$ cat src/rtl/led_pattern_monitor.sv
// led_pattern_monitor
// Static-region observer that decodes which behaviour the count and shift
// reconfigurable modules are running, based only on their 4-bit LED buses.
// Both buses are sampled on a prescaled tick. Each step is classified, and a
// direction is confirmed only after a run of identical legal steps. Illegal
// steps are counted so that a bad or half-loaded RM shows up.
`timescale 1ns/1ps

module led_pattern_monitor #(
    parameter int DIV_W   = 23,
    parameter int CONFIRM = 3
) (
    input  logic       clk,
    input  logic       rst_n,
    input  logic       clear,
    input  logic       hold,
    input  logic [3:0] count_in,
    input  logic [3:0] shift_in,
    output logic [1:0] count_dir,
    output logic [1:0] shift_dir,
    output logic       dir_change,
    output logic [7:0] err_count
);

    // Step classification for one tick. POS/NEG/STILL are the legal events:
    // up/down/stall on the count channel, and left/right/static on the
    // shift channel. EV_NONE covers "no classification" and the ambiguous
    // 0101/1010 shift case.
    typedef enum logic [2:0] {
        EV_NONE    = 3'd0,
        EV_POS     = 3'd1,
        EV_NEG     = 3'd2,
        EV_STILL   = 3'd3,
        EV_ILLEGAL = 3'd4
    } step_ev_t;

    // Candidate class of the confirm FSM. Its encoding equals the direction
    // output code, so a confirmed candidate is copied to the output directly.
    typedef enum logic [1:0] {
        CAND_NONE  = 2'b00,
        CAND_POS   = 2'b01,
        CAND_NEG   = 2'b10,
        CAND_STILL = 2'b11
    } cand_t;

    // Complete state of one channel's confirm FSM.
    typedef struct packed {
        cand_t      cand;
        logic [3:0] run;
        logic [1:0] dir;
    } chan_t;

    localparam logic [3:0] CONFIRM_C = 4'(CONFIRM);
    localparam chan_t      CH_RESET  = '{cand: CAND_NONE, run: 4'd0, dir: 2'b00};

    // Count channel: the step is the modulo-16 difference to the previous sample.
    function automatic step_ev_t classify_count(input logic [3:0] cur, input logic [3:0] prev);
        logic [3:0] d;
        step_ev_t   ev;
        d = cur - prev;
        case (d)
            4'd1:    ev = EV_POS;
            4'd15:   ev = EV_NEG;
            4'd0:    ev = EV_STILL;
            default: ev = EV_ILLEGAL;
        endcase
        return ev;
    endfunction

    // Shift channel: a single-position rotate in either direction. For
    // 0101/1010, left and right rotation are indistinguishable, so such a
    // step carries no direction information.
    function automatic step_ev_t classify_shift(input logic [3:0] cur, input logic [3:0] prev);
        logic [3:0] rl;
        logic [3:0] rr;
        step_ev_t   ev;
        rl = {prev[2:0], prev[3]};
        rr = {prev[0], prev[3:1]};
        if (cur == prev) begin
            ev = EV_STILL;
        end else if ((rl == rr) && (cur == rl)) begin
            ev = EV_NONE;
        end else if (cur == rl) begin
            ev = EV_POS;
        end else if (cur == rr) begin
            ev = EV_NEG;
        end else begin
            ev = EV_ILLEGAL;
        end
        return ev;
    endfunction

    // Map a legal event to the candidate class it votes for.
    function automatic cand_t ev_to_cand(input step_ev_t ev);
        cand_t c;
        case (ev)
            EV_POS:   c = CAND_POS;
            EV_NEG:   c = CAND_NEG;
            EV_STILL: c = CAND_STILL;
            default:  c = CAND_NONE;
        endcase
        return c;
    endfunction

    // One confirm-FSM step. A run of CONFIRM identical legal events
    // publishes the candidate. An illegal step drops the candidate but
    // keeps the published direction, so a glitch does not blank the status.
    function automatic chan_t confirm_step(input chan_t cur, input step_ev_t ev);
        chan_t nxt;
        nxt = cur;
        case (ev)
            EV_POS, EV_NEG, EV_STILL: begin
                if (cur.cand == ev_to_cand(ev)) begin
                    if (cur.run >= CONFIRM_C) begin
                        nxt.run = CONFIRM_C;
                    end else begin
                        nxt.run = cur.run + 4'd1;
                    end
                end else begin
                    nxt.cand = ev_to_cand(ev);
                    nxt.run  = 4'd1;
                end
                if ((nxt.run == CONFIRM_C) && (cur.dir != nxt.cand)) begin
                    nxt.dir = nxt.cand;
                end else begin
                    nxt.dir = cur.dir;
                end
            end
            EV_ILLEGAL: begin
                nxt.cand = CAND_NONE;
                nxt.run  = 4'd0;
            end
            default: begin
                nxt = cur;
            end
        endcase
        return nxt;
    endfunction

    logic [DIV_W-1:0] r_presc;
    logic [3:0]       r_prev_count;
    logic [3:0]       r_prev_shift;
    logic             r_have_prev;
    chan_t            r_count_ch;
    chan_t            r_shift_ch;
    logic             r_dir_change;
    logic [7:0]       r_err_count;

    logic             w_tick;
    logic             w_classify;
    step_ev_t         w_count_ev;
    step_ev_t         w_shift_ev;
    chan_t            w_count_ch_nxt;
    chan_t            w_shift_ch_nxt;
    logic [1:0]       w_n_illegal;
    logic [8:0]       w_err_sum;
    logic [7:0]       w_err_nxt;
    logic             w_dir_change_nxt;

    assign w_tick     = &r_presc;
    assign w_classify = w_tick && !hold && r_have_prev;

    // Classify both channels on a tick that has a valid previous sample.
    always_comb begin
        w_count_ev = EV_NONE;
        w_shift_ev = EV_NONE;
        if (w_classify) begin
            w_count_ev = classify_count(count_in, r_prev_count);
            w_shift_ev = classify_shift(shift_in, r_prev_shift);
        end else begin
            w_count_ev = EV_NONE;
            w_shift_ev = EV_NONE;
        end
    end

    // Next state of both confirm FSMs, and the direction-change flag.
    always_comb begin
        w_count_ch_nxt   = confirm_step(r_count_ch, w_count_ev);
        w_shift_ch_nxt   = confirm_step(r_shift_ch, w_shift_ev);
        w_dir_change_nxt = (w_count_ch_nxt.dir != r_count_ch.dir) ||
                           (w_shift_ch_nxt.dir != r_shift_ch.dir);
    end

    // Saturating error accumulation. Both channels can add in the same tick.
    always_comb begin
        w_n_illegal = {1'b0, (w_count_ev == EV_ILLEGAL)} + {1'b0, (w_shift_ev == EV_ILLEGAL)};
        w_err_sum   = {1'b0, r_err_count} + {7'd0, w_n_illegal};
        if (w_err_sum > 9'd255) begin
            w_err_nxt = 8'd255;
        end else begin
            w_err_nxt = w_err_sum[7:0];
        end
    end

    // Free-running prescaler. It keeps counting through hold and restarts on clear.
    always_ff @(posedge clk or negedge rst_n) begin
        if (!rst_n) begin
            r_presc <= '0;
        end else if (clear) begin
            r_presc <= '0;
        end else begin
            r_presc <= r_presc + {{(DIV_W-1){1'b0}}, 1'b1};
        end
    end

    // Previous-sample registers. hold invalidates them so that the first
    // tick after a reconfiguration only reloads them.
    always_ff @(posedge clk or negedge rst_n) begin
        if (!rst_n) begin
            r_prev_count <= 4'd0;
            r_prev_shift <= 4'd0;
            r_have_prev  <= 1'b0;
        end else if (clear) begin
            r_prev_count <= 4'd0;
            r_prev_shift <= 4'd0;
            r_have_prev  <= 1'b0;
        end else if (hold) begin
            r_have_prev  <= 1'b0;
        end else if (w_tick) begin
            r_prev_count <= count_in;
            r_prev_shift <= shift_in;
            r_have_prev  <= 1'b1;
        end else begin
            r_have_prev  <= r_have_prev;
        end
    end

    // Confirm-FSM state, error counter and direction-change pulse.
    always_ff @(posedge clk or negedge rst_n) begin
        if (!rst_n) begin
            r_count_ch   <= CH_RESET;
            r_shift_ch   <= CH_RESET;
            r_err_count  <= 8'd0;
            r_dir_change <= 1'b0;
        end else if (clear) begin
            r_count_ch   <= CH_RESET;
            r_shift_ch   <= CH_RESET;
            r_err_count  <= 8'd0;
            r_dir_change <= 1'b0;
        end else begin
            r_count_ch   <= w_count_ch_nxt;
            r_shift_ch   <= w_shift_ch_nxt;
            r_err_count  <= w_err_nxt;
            r_dir_change <= w_dir_change_nxt;
        end
    end

    assign count_dir  = r_count_ch.dir;
    assign shift_dir  = r_shift_ch.dir;
    assign dir_change = r_dir_change;
    assign err_count  = r_err_count;

endmodule
$ cat config.mk
export PLATFORM = sky130hd
export DESIGN_NAME = led_pattern_monitor
export DESIGN_NICKNAME = d
export VERILOG_FILES = /design/src/rtl/led_pattern_monitor.sv
export SDC_FILE = /design/constraint.sdc
export NUM_CORES = 1
export LEC_CHECK = 0
export BUFFER_PORTS_ARGS = -buffer_cell sky130_fd_sc_hd__clkbuf_2
export CAP_MARGIN = 20
export CORE_ASPECT_RATIO = 1.1
export CORE_MARGIN = 3
export CORE_UTILIZATION = 55
export DETAILED_ROUTE_END_ITERATION = 12
export PLACE_DENSITY = 0.72
export SYNTH_ARGS = -nofsm -noshare
export SYNTH_HDL_FRONTEND = slang
export SYNTH_SLANG_ARGS = --single-unit
$ cat constraint.sdc
create_clock -name clk -period 7.15 [get_ports clk]
set_input_delay 0.3575 -clock clk [delete_from_list [all_inputs] [get_ports clk]]
set_output_delay 0.3575 -clock clk [all_outputs]
set_load 0.05 [all_outputs]
# After elaboration in Yosys (flattened, before gate mapping)
# Index checks and enable logic that the tools add are counted.
# word_totals
regBits,57
out_inout_bits,13
# classes
add_sub_neg,6
magnitude_cmp,3
eq_ne,23
n_mux,42
n_reduce_logical,16
# ops
cell,n
$mux W4,12
$mux W8,4
$pmux W6 S2,2
$add A23 B1 Y23 const B,1
$mux W23,1
$reduce_and A23 Y1,1
$mux W2,10
$mux W3,6
$eq A4 B4 Y1,4
$eq A3 B2 Y1 const B,4
$pmux W2 S3,2
$add A8 B2 Y9,1
$gt A9 B8 Y1 const B,1
$pmux W3 S3,1
$reduce_bool A3 Y1,3
$add A4 B1 Y4 const B,2
$eq A4 B2 Y1 const B,2
$ge A4 B2 Y1 const B,2
$ne A2 B2 Y1,4
$eq A3 B1 Y1 const B,2
$eq A3 B3 Y1 const B,2
$reduce_or A3 Y1,2
$logic_and A1 B1 Y1,5
$eq A2 B2 Y1,2
11 further kinds,14

# Depth between registers and ports, before layout
# Gate-level depths: netlist of run 1.
# logic_depth
word_depth,19
depth_mapped,14
ltp_nobuf,14

# Least setup slack after synthesis of run 1
# OpenSTA, ideal clock, no wires.
# synth_path
kind,in2reg
from,input port count_in[0]
to,register r_err_count[4] (netlist: err_count[4])
setup_time_ps,78
t_arrival_ps,2965
required_ps,7072
setup_slack_ps,4107
stages,13
n_path_buf,0
cell_sequence,inv_1 ha_1 fa_1 xor2_1 or3_1 nand3b_1 nand2_1 nor2_1 fa_1 ha_1 and4_1 or2_2 a21oi_1
# synth_via
elab_chain_len,10
word_cells_on_any_way,12
cone_classes,add/sub: 3; order compare: 1; eq/ne: 3; mux: 4; reduce/logical: 1
# synth_rtl
item,line,source
from (decl),17,"input logic [3:0] count_in,"
$sub A4 B4 Y4 *,60,d = cur - prev;
$eq A4 B4 Y1 (tied with other cells),61,case (d)
$pmux W3 S3 *,61,
$mux W3 *,167,if (w_classify) begin
$eq A3 B3 Y1 *,186,"w_n_illegal = {1'b0, (w_count_ev == EV_ILLEGAL)} + {1'b0, (w_shift_ev == EV_ILLEGAL)};"
$add A1 B1 Y2 *,186,
$add A8 B2 Y9 *,187,"w_err_sum = {1'b0, r_err_count} + {7'd0, w_n_illegal};"
$gt A9 B8 Y1,188,if (w_err_sum > 9'd255) begin
$mux W8 *,188,
$mux W8 *,235,end else if (clear) begin
to (signal assigned),243,r_err_count <= w_err_nxt;
to (decl),147,logic [7:0] r_err_count;
# Mark *: on every way between the ends. The rest lies on a longest branch, timed or not.
# A chain may end at the register's enable or synchronous reset.

# Worst setup path in the final report of run 1
# layout_path
from,register r_prev_count[0]
to,register r_err_count[4] (netlist: err_count[4])
# layout_via
elab_chain_len,10
word_cells_on_any_way,12
cone_classes,add/sub: 3; order compare: 1; eq/ne: 3; mux: 4; reduce/logical: 1
# layout_rtl
item,line,source
from (decl),141,logic [3:0] r_prev_count;
from (signal assigned),220,r_prev_count <= count_in;
$sub A4 B4 Y4 *,60,
$eq A4 B4 Y1 (tied with other cells),61,
$pmux W3 S3 *,61,
$mux W3 *,167,
$eq A3 B3 Y1 *,186,
$add A1 B1 Y2 *,186,
$add A8 B2 Y9 *,187,
$gt A9 B8 Y1,188,
$mux W8 *,188,
$mux W8 *,235,
# Marked as above.

==> results.toml, run 1 <==
[status]
outcome = "finished clean"

[setup_path]
cp.required_ns = 7.41
critPathMaxFanout = 5
path_cells = "ha_1 > fa_1 > xor2_1 > or3_1 > nand3b_1 > nand2_1 > nor2_1 > fa_1 > ha_1 > and4_1 > or2_2 > a21oi_1"
worstSetupEndpointType = "flip-flop"
crit_path_max_incr_delay_ns = 0.39
path_delay_family = "simple AND/OR/NAND/NOR gates"
start_kind = "flip-flop"
path_class = "reg2reg"
worst_ep_arrival_time_ns = 3.52
cp_slowest_cell = "dfrtp_1"
crit_buf_inv = 0

[placed_design]
placed_cell_area_mm2 = 0.00332
place_hpwl_um = 4080
dp.cells = 425
finalWeightedCongestion = 0.836
numPortBuffers = 24

[synth]
synth_fp_nets = 361
synthXorXnorAreaFrac = 0.107
synthAdderAreaFrac = 0.0401
synth_compound_area_frac = 0.111
synthMuxAreaShare = 0
synth_ff_type = "dfrtp_1"
synthesis.area_mm2 = 0.00318
async_flop_share = 1.00
ys_ff_latch = 57
synth.avg_cell_area_um2 = 9.35
synth_top_family_by_area = "simple AND/OR/NAND/NOR gates"
synth_edf_count = 0
yosysWarnings = 0
ys_seq_area_frac = 0.448
syn_inst = 340
synth_cell_types = 47
yosys.area_share.simple = 0.257

[sta]
timing.fmax_mhz = 307
finalSetupViolations = 0
whs_ns = 0.148
period_needed_ns = 3.26
timing.final.crit_share = 0.456
slew-limit-headroom = 0.521
rsz0062_at_grt = "false"
worstMarginPinSlew_ns = 0.719
slew_viol_final = 0
hold_violations = 0
fin_skew_ns = 0.00835
setup_tns_ns = 0

[grt]
grt_pass1_wl_um = 10400
overflow = 0
grt_max_degree = 58
grt_antenna_before_repair = 0
grtUsageTotal = 0.196
grt_pass1_vias = 2357

[min_path]
hold_class = "in2async"

[power]
vdd_drop_max_v = 0.000151
pwr_density_cell_mw_per_mm2 = 210
total_leakage_power_nw = 1.64

[final_layout]
final_cells = 442
final_area_mm2 = 0.00361
antenna_cells = 0
utilization = 0.656
drive_above_1_share = 0.144
syn_to_final_growth_pct = 13.5
final_common_cell = "dfrtp_1"
final_cell_mix = "dfrtp_1 (57), nand2_1 (43), a21oi_1 (31), nor2_1 (31), clkbuf_2 (24)"
nets = 383

[floorplanning]
num_rows = 28
start_util = 0.578
die_w_um = 78.5
core_mm2 = 0.00550
ios = 25
dieArea_mm2 = 0.00673
die_h_um = 85.8

[route]
vias = 2441
initialDrtViolationCount = 132
met1_length_um = 2780
dr.max_layer_used = "met4"
met3_length_um = 185
finalWirelength_um = 6040
viasPerCell = 5.52
drt-pass1-iter-count = 4
drc = 0
route.met2.wl_um = 2940
final_antenna_net_count = 0
wl_per_cell_um = 13.7

[cts]
cts_tree = "yes"
hold_buffers = 0
clk_pin_slew_ns = 0.07
cts_root_buf = "clkbuf_8"
clk_latency_ns = 0.34
htree_levels = 3
cts-resized-gates = 0
max-clock-path-buffers = 2
cts_buffers = 9
cts_setup_buffers = 0
cts_sinks = 57

[run]
cap_violations = 0
==> synthesized netlist by cell type (all sizes together), types with 4 or more instances <==
library cell / count / area, um2
nor3: 9 / 50.1
or3: 6 / 37.5
buf: 11 / 62.6
xnor2: 19 / 166
a21oi: 31 / 155
inv: 10 / 37.5
nor2: 32 / 123
and3: 9 / 56.3
nor2b: 6 / 37.5
xor2: 20 / 175
clkbuf: 4 / 15.0
nand3: 9 / 57.6
dfrtp: 57 / 1430
nand4: 10 / 68.8
a211oi: 4 / 30.0
and2: 14 / 87.6
nand2: 43 / 161
o21ai: 7 / 35.0
and4: 5 / 46.3
ha: 7 / 87.6
==> report_power, final <==
part | total [mW] | switching [mW] | internal (mW)
combinational | 0.0345 | 0.0229 | 0.0116
sequential | 0.325 | 0.00126 | 0.324
clock | 0.397 | 0.131 | 0.266
total | 0.757 | 0.156 | 0.601
==> final cells by class <==
cell class	count	area, um2
fill	465	1890
tap	75	93.8
timing repair buffer	26	155
inverter	10	37.5
sequential	57	1430
multi-input combinational	258	1640
clock inverter	6	130
clock buffer	10	128
==> final timing paths <==
| kind | startpoint | to | slack [ns] | cells after the start |
|---|---|---|---|---|
| min in group clk | hold | r_have_prev$_DFFE_PN0P_ | 0.20 | 2 |
| setup / recovery | r_prev_count[0]$_DFFE_PN0P_ | err_count[4]$_DFF_PN0_ | 3.89 | 12 |
| setup reg to reg | r_prev_count[0]$_DFFE_PN0P_ | err_count[4]$_DFF_PN0_ | 3.89 | 12 |
| hold / removal | rst_n | r_prev_count[1]$_DFFE_PN0P_ | 0.15 | 2 |
| max in group asynchronous | rst_n | r_presc[16]$_DFF_PN0_ | 6.51 | 2 |
| hold reg to reg | r_presc[0]$_DFF_PN0_ | r_presc[0]$_DFF_PN0_ | 0.49 | 1 |
==> state kept, by name, summed over array words and instances (netlist names) <==
| register | flops |
|---|---|
| count_dir | 2 |
| dir_change | 1 |
| err_count | 8 |
| r_count_ch | 6 |
| r_have_prev | 1 |
| r_presc | 23 |
| r_prev_count | 4 |
| r_prev_shift | 4 |
| r_shift_ch | 6 |
| shift_dir | 2 |
==> per-layer routing <==
layer | vias up | global-route usage
li1 | 1208 | -
met1 | 1180 | 0.246
met2 | 40 | 0.323
met3 | 13 | 0.0441
met4 | 0 | 0.0874
met5 | - | 0
==> metrics by stage <==
step	total power, mW	worst slack, ns
final	0.757	3.89
after floorplan	0.349	4.11
after global routing	0.780	3.67
after detailed placement	0.364	3.77
after global placement	0.364	3.85
after CTS	0.761	3.87
==> kinds of logic after synthesis <==
group	after synthesis
AND/OR/NAND/NOR	152
AO/OA/AOI/OAI	58
flip-flops	57
XOR/XNOR	39
buffers and inverters	25
adder cells (fa/ha/maj)	9
Note: power is estimated with default switching activity, not from simulation.
==> inputs of run 2 (changes only) <==
CORE_UTILIZATION = 54   (was 55)
PLACE_DENSITY = 0.74   (was 0.72)
clock period = 2.9 ns   (was 7.15 ns; I/O delays follow)
==> run 2 against run 1 <==
Effect of this change:
- the flow now finishes with violations (negative setup slack)
- clock-buffer cell count unchanged
- maximum frequency is 11% higher
- sequential cell count unchanged
- routed wire length is 9.1% higher
- largest power group is now sequential cells
- total power rose by 120%
- critical path type unchanged
- register-to-register slack worse by 3.9 ns
==> results.toml, run 2 (synthesis results as in run 1) <==
[sta]
timing.final.crit_share = 1.01
finalWorstSetupSlack_ns = -0.0384
rsz0062_at_grt = "true"
period_needed_ns = 2.94
hold_violations = 0
timing.fmax_mhz = 340
slew_viol_final = 0
fin_skew_ns = 0.00677
worstMarginPinSlew_ns = 0.699
setup_tns_ns = -0.186
slew-limit-headroom = 0.534
finalSetupViolations = 6

[route]
finalWirelength_um = 6590
wl_per_cell_um = 14.4
initialDrtViolationCount = 249
drc = 0
final_antenna_net_count = 0
drt-pass1-iter-count = 4
vias = 2508
viasPerCell = 5.46

[grt]
overflow = 0
grt_max_degree = 58
grt_antenna_before_repair = 0
grt_pass1_vias = 2629
grtUsageTotal = 0.217
grt_pass1_wl_um = 11800

[floorplanning]
die_h_um = 86.5
num_rows = 28
start_util = 0.575
dieArea_mm2 = 0.00685
core_mm2 = 0.00554
die_w_um = 79.2
ios = 25

[final_layout]
regMostFlops = "r_presc"
largest_reg_flops = 23
final_area_mm2 = 0.00375
final_common_cell = "dfrtp_1"
final_cell_mix = "dfrtp_1 (57), nand2_1 (42), nor2_1 (30)"
nets = 400
drive_above_1_share = 0.219
num-fill-cells = 471
utilization = 0.678
syn_to_final_growth_pct = 17.9
antenna_cells = 0

[setup_path]
cp.required_ns = 3.10
critPathMaxFanout = 6
crit_buf_inv = 1
path_class = "reg2reg"
cp_slowest_cell = "dfrtp_1"
path_delay_family = "adder cells"
crit_path_max_incr_delay_ns = 0.39
worstSetupEndpointType = "flip-flop"
start_kind = "flip-flop"
path_common_cell = "fa_2"
worst_ep_arrival_time_ns = 3.14
path_cells = "ha_2 > fa_2 > xor2_1 > or3_4 > nand3b_1 > nand2_2 > nor2_2 > fa_2 > ha_4 > and4_4 > nand4_1 > buf_6 > a21oi_1"

[placed_design]
finalWeightedCongestion = 0.925
numPortBuffers = 24
place_hpwl_um = 4460
placed_cell_area_mm2 = 0.00342

[status]
violations = "negative setup slack"
outcome = "finished with violations"

[cts]
cts_buffers = 9
cts_sinks = 57
max-clock-path-buffers = 2
cts_root_buf = "clkbuf_8"
cts_tree = "yes"
clk_pin_slew_ns = 0.06
clk_latency_ns = 0.33
htree_levels = 3

[power]
vdd_drop_max_v = 0.000300
pwr_density_cell_mw_per_mm2 = 450
total_leakage_power_nw = 1.68

[run]
cap_violations = 0

[min_path]
hold_class = "in2reg"
## run 2: cell count changes in the layout (fill, tap and decap cells not counted), sizes merged
| cell | delta |
|---|---|
| clkinvlp | +1 |
| dlygate4sd3 | +2 |
| bufinv | -2 |
| clkinv | +1 |
| buf | +15 |
## run 2: metal layers
metal  GRT usage  routed length, um  up-vias
li1            -                  -     1251
met2       0.364               3370       44
met5           0                  0        -
met1       0.272               2880     1198
met4      0.0828                121        0
met3      0.0530                220       15
## run 2: power by group
group          leakage (nW)  switching (mW)  internal (mW)
clock                 0.106           0.312          0.479
sequential            0.794         0.00318          0.799
combinational         0.783          0.0594         0.0353
total                  1.68           0.375           1.31
## run 2: timing repair
item | in CTS | in global routing
setup buffers | 3 | 2
resized for setup | 4 | 11
hold buffers | 2 | 0
setup endpoints to repair | 8 | 8
gates cloned | 0 | 0
pin swaps | 1 | 4
hold endpoints to repair | 58 | 0
## run 2: path summary, 6_finish.rpt
| path | start | to | slack [ns] | cells after the start |
|---|---|---|---|---|
| worst max-delay path | r_prev_count[0]$_DFFE_PN0P_ | err_count[0]$_DFF_PN0_ | -0.04 | 13 |
| worst min-delay path | count_in[2] | r_prev_count[2]$_DFFE_PN0P_ | 0.05 | 3 |
| worst max register to register | r_prev_count[0]$_DFFE_PN0P_ | err_count[0]$_DFF_PN0_ | -0.04 | 13 |
| worst min register to register | r_presc[0]$_DFF_PN0_ | r_presc[0]$_DFF_PN0_ | 0.49 | 1 |
| max in group asynchronous | rst_n | shift_dir[0]$_DFF_PN0_ | 1.95 | 3 |
| min in group asynchronous | rst_n | r_prev_count[3]$_DFFE_PN0P_ | 0.49 | 3 |
## run 2: worst reg2reg max path, cell delays in order, from the launching register on
cell      delay (ns)
dfrtp_1         0.39
ha_2            0.19
fa_2            0.34
xor2_1          0.16
or3_4           0.33
nand3b_1        0.21
nand2_2         0.13
nor2_2          0.05
fa_2            0.37
ha_4            0.18
and4_4          0.16
nand4_1         0.11
buf_6           0.14
a21oi_1         0.06
## run 2: final cells by class
| class | count | area (um2) | share of cell area |
|---|---|---|---|
| multi-input cells | 258 | 1710 | 0.456 |
| flip-flops and latches | 57 | 1430 | 0.380 |
| repair buffers | 43 | 272 | 0.0724 |
| clock buffers | 10 | 128 | 0.0340 |
| well taps | 75 | 93.8 | 0.0250 |
| clock inverters | 6 | 82.6 | 0.0220 |
| inverters | 10 | 37.5 | 0.0100 |
## run 2: stage by stage
stage | instances | worst slack (ns) | power (mW) | hold slack, ns
2_1_floorplan | 340 | 0.000754 | 0.860 | -0.151
3_3_place_gp | 436 | -0.0406 | 0.901 | 0.329
3_5_place_dp | 436 | -0.192 | 0.903 | 0.334
4_1_cts | 457 | -0.0555 | 1.70 | 0.0409
5_1_grt | 459 | -0.174 | 1.75 | 0.0446
6_report | 459 | -0.0384 | 1.69 | 0.0524
==> inputs of run 3 (changes only) <==
GPL_TIMING_DRIVEN = 0   (was default)
==> run 3 against run 2 <==
Effect of this change:
- sequential power hardly changed
- hold slack worse by 0.013 ns
- utilization is 1.1 points higher
- via count is 3.7% higher
- non-clock buffer count is 8 higher
- die area stayed put
- clock-buffer cell count is 3 higher
- setup slack worse by 0.034 ns
- the flow still finishes with violations (negative setup slack)
- routed wire length is 2.5% higher
- global-route usage is 0.31 points lower
- register-to-register slack worse by 0.03 ns
==> results.toml, run 3 (synthesis results as in run 1) <==
[grt]
grt_antenna_before_repair = 0
grtUsageTotal = 0.214
grt_pass1_vias = 2614
overflow = 0
grt_max_degree = 58
grt_pass1_wl_um = 11500

[cts]
clk_pin_slew_ns = 0.07
cts_tree = "yes"
cts_buffers = 9
cts_sinks = 57
cts_root_buf = "clkbuf_8"
htree_levels = 3
clk_latency_ns = 0.34
max-clock-path-buffers = 2

[route]
viasPerCell = 5.57
finalWirelength_um = 6750
drc = 0
initialDrtViolationCount = 191
final_antenna_net_count = 0
wl_per_cell_um = 14.5
vias = 2601
drt-pass1-iter-count = 5

[placed_design]
dp.cells = 438
finalWeightedCongestion = 0.911
place_hpwl_um = 4580
numPortBuffers = 23

[final_layout]
nets = 408
final_cells = 467
utilization = 0.688
final_common_cell = "dfrtp_1"
syn_to_final_growth_pct = 19.8
largest_reg_flops = 23
final_cell_mix = "dfrtp_1 (57), nand2_1 (42), a21oi_1 (30), nor2_1 (30), clkbuf_2 (22)"
drive_above_1_share = 0.219
antenna_cells = 0
regMostFlops = "r_presc"

[power]
sw_frac_of_total = 0.229
total_leakage_power_nw = 1.72
p_int_mw = 1.25
comb_power_share = 0.062
pwr_density_cell_mw_per_mm2 = 427
seq_power_share = 0.493
vdd_drop_max_v = 0.000299
power.net_switching_mw = 0.373
clkPwrFrac = 0.445

[setup_path]
regToRegSetupSlack_ns = -0.07
cp_slowest_cell = "dfrtp_1"
path_common_cell = "fa_2"
path_cells = "ha_2 > fa_2 > xor2_2 > or3_4 > nand3b_1 > nand2_4 > nor2_4 > fa_2 > ha_4 > and4_4 > nand4_1 > a21oi_1"
crit_path_max_incr_delay_ns = 0.38
worstSetupEndpointType = "flip-flop"
r2r-start = "r_prev_count[0]$_DFFE_PN0P_"
r2r.worst_path.cells = 12
path_class = "reg2reg"
start_kind = "flip-flop"
r2r_end = "err_count[2]$_DFF_PN0_"
worst_ep_arrival_time_ns = 3.17
cp.required_ns = 3.10
critPathMaxFanout = 6

[floorplanning]
ios = 25
die_w_um = 79.2
start_util = 0.575
core_mm2 = 0.00554
die_h_um = 86.5
dieArea_mm2 = 0.00685
num_rows = 28

[min_path]
min_to = "r_prev_count[2]$_DFFE_PN0P_"
hold_class = "in2reg"
hold-path-cell-count = 3
hp-start = "count_in[2]"

[sta]
timing.final.crit_share = 1.03
rsz0062_at_grt = "true"
finalWorstSetupSlack_ns = -0.0728
setup_tns_ns = -0.356
finalSetupViolations = 7
worstMarginPinSlew_ns = 0.785
timing.fmax_mhz = 336
slew-limit-headroom = 0.476
fin_skew_ns = 0.0128
slew_viol_final = 0
period_needed_ns = 2.97
hold_violations = 0

[run]
cap_violations = 0

[status]
outcome = "finished with violations"
violations = "negative setup slack"
## run 3: cell type report
type,instances,area [um2]
tap,75,93.8
multi-input combinational,258,1750
sequential,57,1430
inverter,10,37.5
fill,451,1730
clock buffer,13,149
buffer,15,77.6
timing repair buffer,36,233
clock inverter,3,40.0
## run 3: critical path: cells and delay by family, from the launching register on
family | cells | cell delay (ns)
AOI/OAI and AO/OA | 1 | 0.12
xor gates and xnor gates | 1 | 0.16
adders and majority gates | 4 | 1.08
DFF | 1 | 0.38
and+or+nand+nor | 6 | 1.10
## run 3: power groups by stage
stage | logic (mW) | clock network (mW) | registers, mW
4_1_cts | 0.0948 | 0.737 | 0.802
5_1_grt | 0.113 | 0.768 | 0.802
3_5_place_dp | 0.0841 | 0 | 0.816
3_3_place_gp | 0.0820 | 0 | 0.816
6_report | 0.101 | 0.724 | 0.802
2_1_floorplan | 0.0446 | 0 | 0.816
## run 3: routing by layer
layer  vias up  track usage  part of all wire
met4         0        0.102             0.019
li1       1270            -                 -
met5         -            0                 0
met1      1265        0.256              0.43
met2        54        0.377              0.52
met3        12       0.0322             0.037
## run 3: timing repair
action	4_1_cts	5_1_grt
hold endpoints to repair	58	0
buffers inserted	8	3
endpoints found under the setup margin	8	8
hold buffers	2	0
gates resized for setup	13	8
pin swaps	8	2
## run 3: worst max-delay path by stage
stage                     depth (start not counted)                        start                endpoint  slack [ns]
final                                            12  r_prev_count[0]$_DFFE_PN0P_  err_count[2]$_DFF_PN0_       -0.07
after global routing                             12  r_prev_count[0]$_DFFE_PN0P_  err_count[1]$_DFF_PN0_       -0.18
after CTS                                        14  r_prev_count[1]$_DFFE_PN0P_  err_count[7]$_DFF_PN0_       -0.03
after detailed placement                         13  r_prev_count[1]$_DFFE_PN0P_  err_count[3]$_DFF_PN0_       -0.36
after global placement                           13  r_prev_count[1]$_DFFE_PN0P_  err_count[0]$_DFF_PN0_       -0.26
after floorplan                                  13  r_prev_count[1]$_DFFE_PN0P_  err_count[4]$_DFF_PN0_      0.0008
## run 3: stage by stage
stage	area, um2	total power [mW]	setup WS (ns)	hold WS, ns
after floorplan	3190	0.860	0.000754	-0.151
after detailed placement	3400	0.900	-0.359	0.299
after global placement	3400	0.898	-0.256	0.337
after CTS	3740	1.63	-0.0326	0.0347
after global routing	3810	1.68	-0.182	0.0703
final	3810	1.63	-0.0728	0.0395
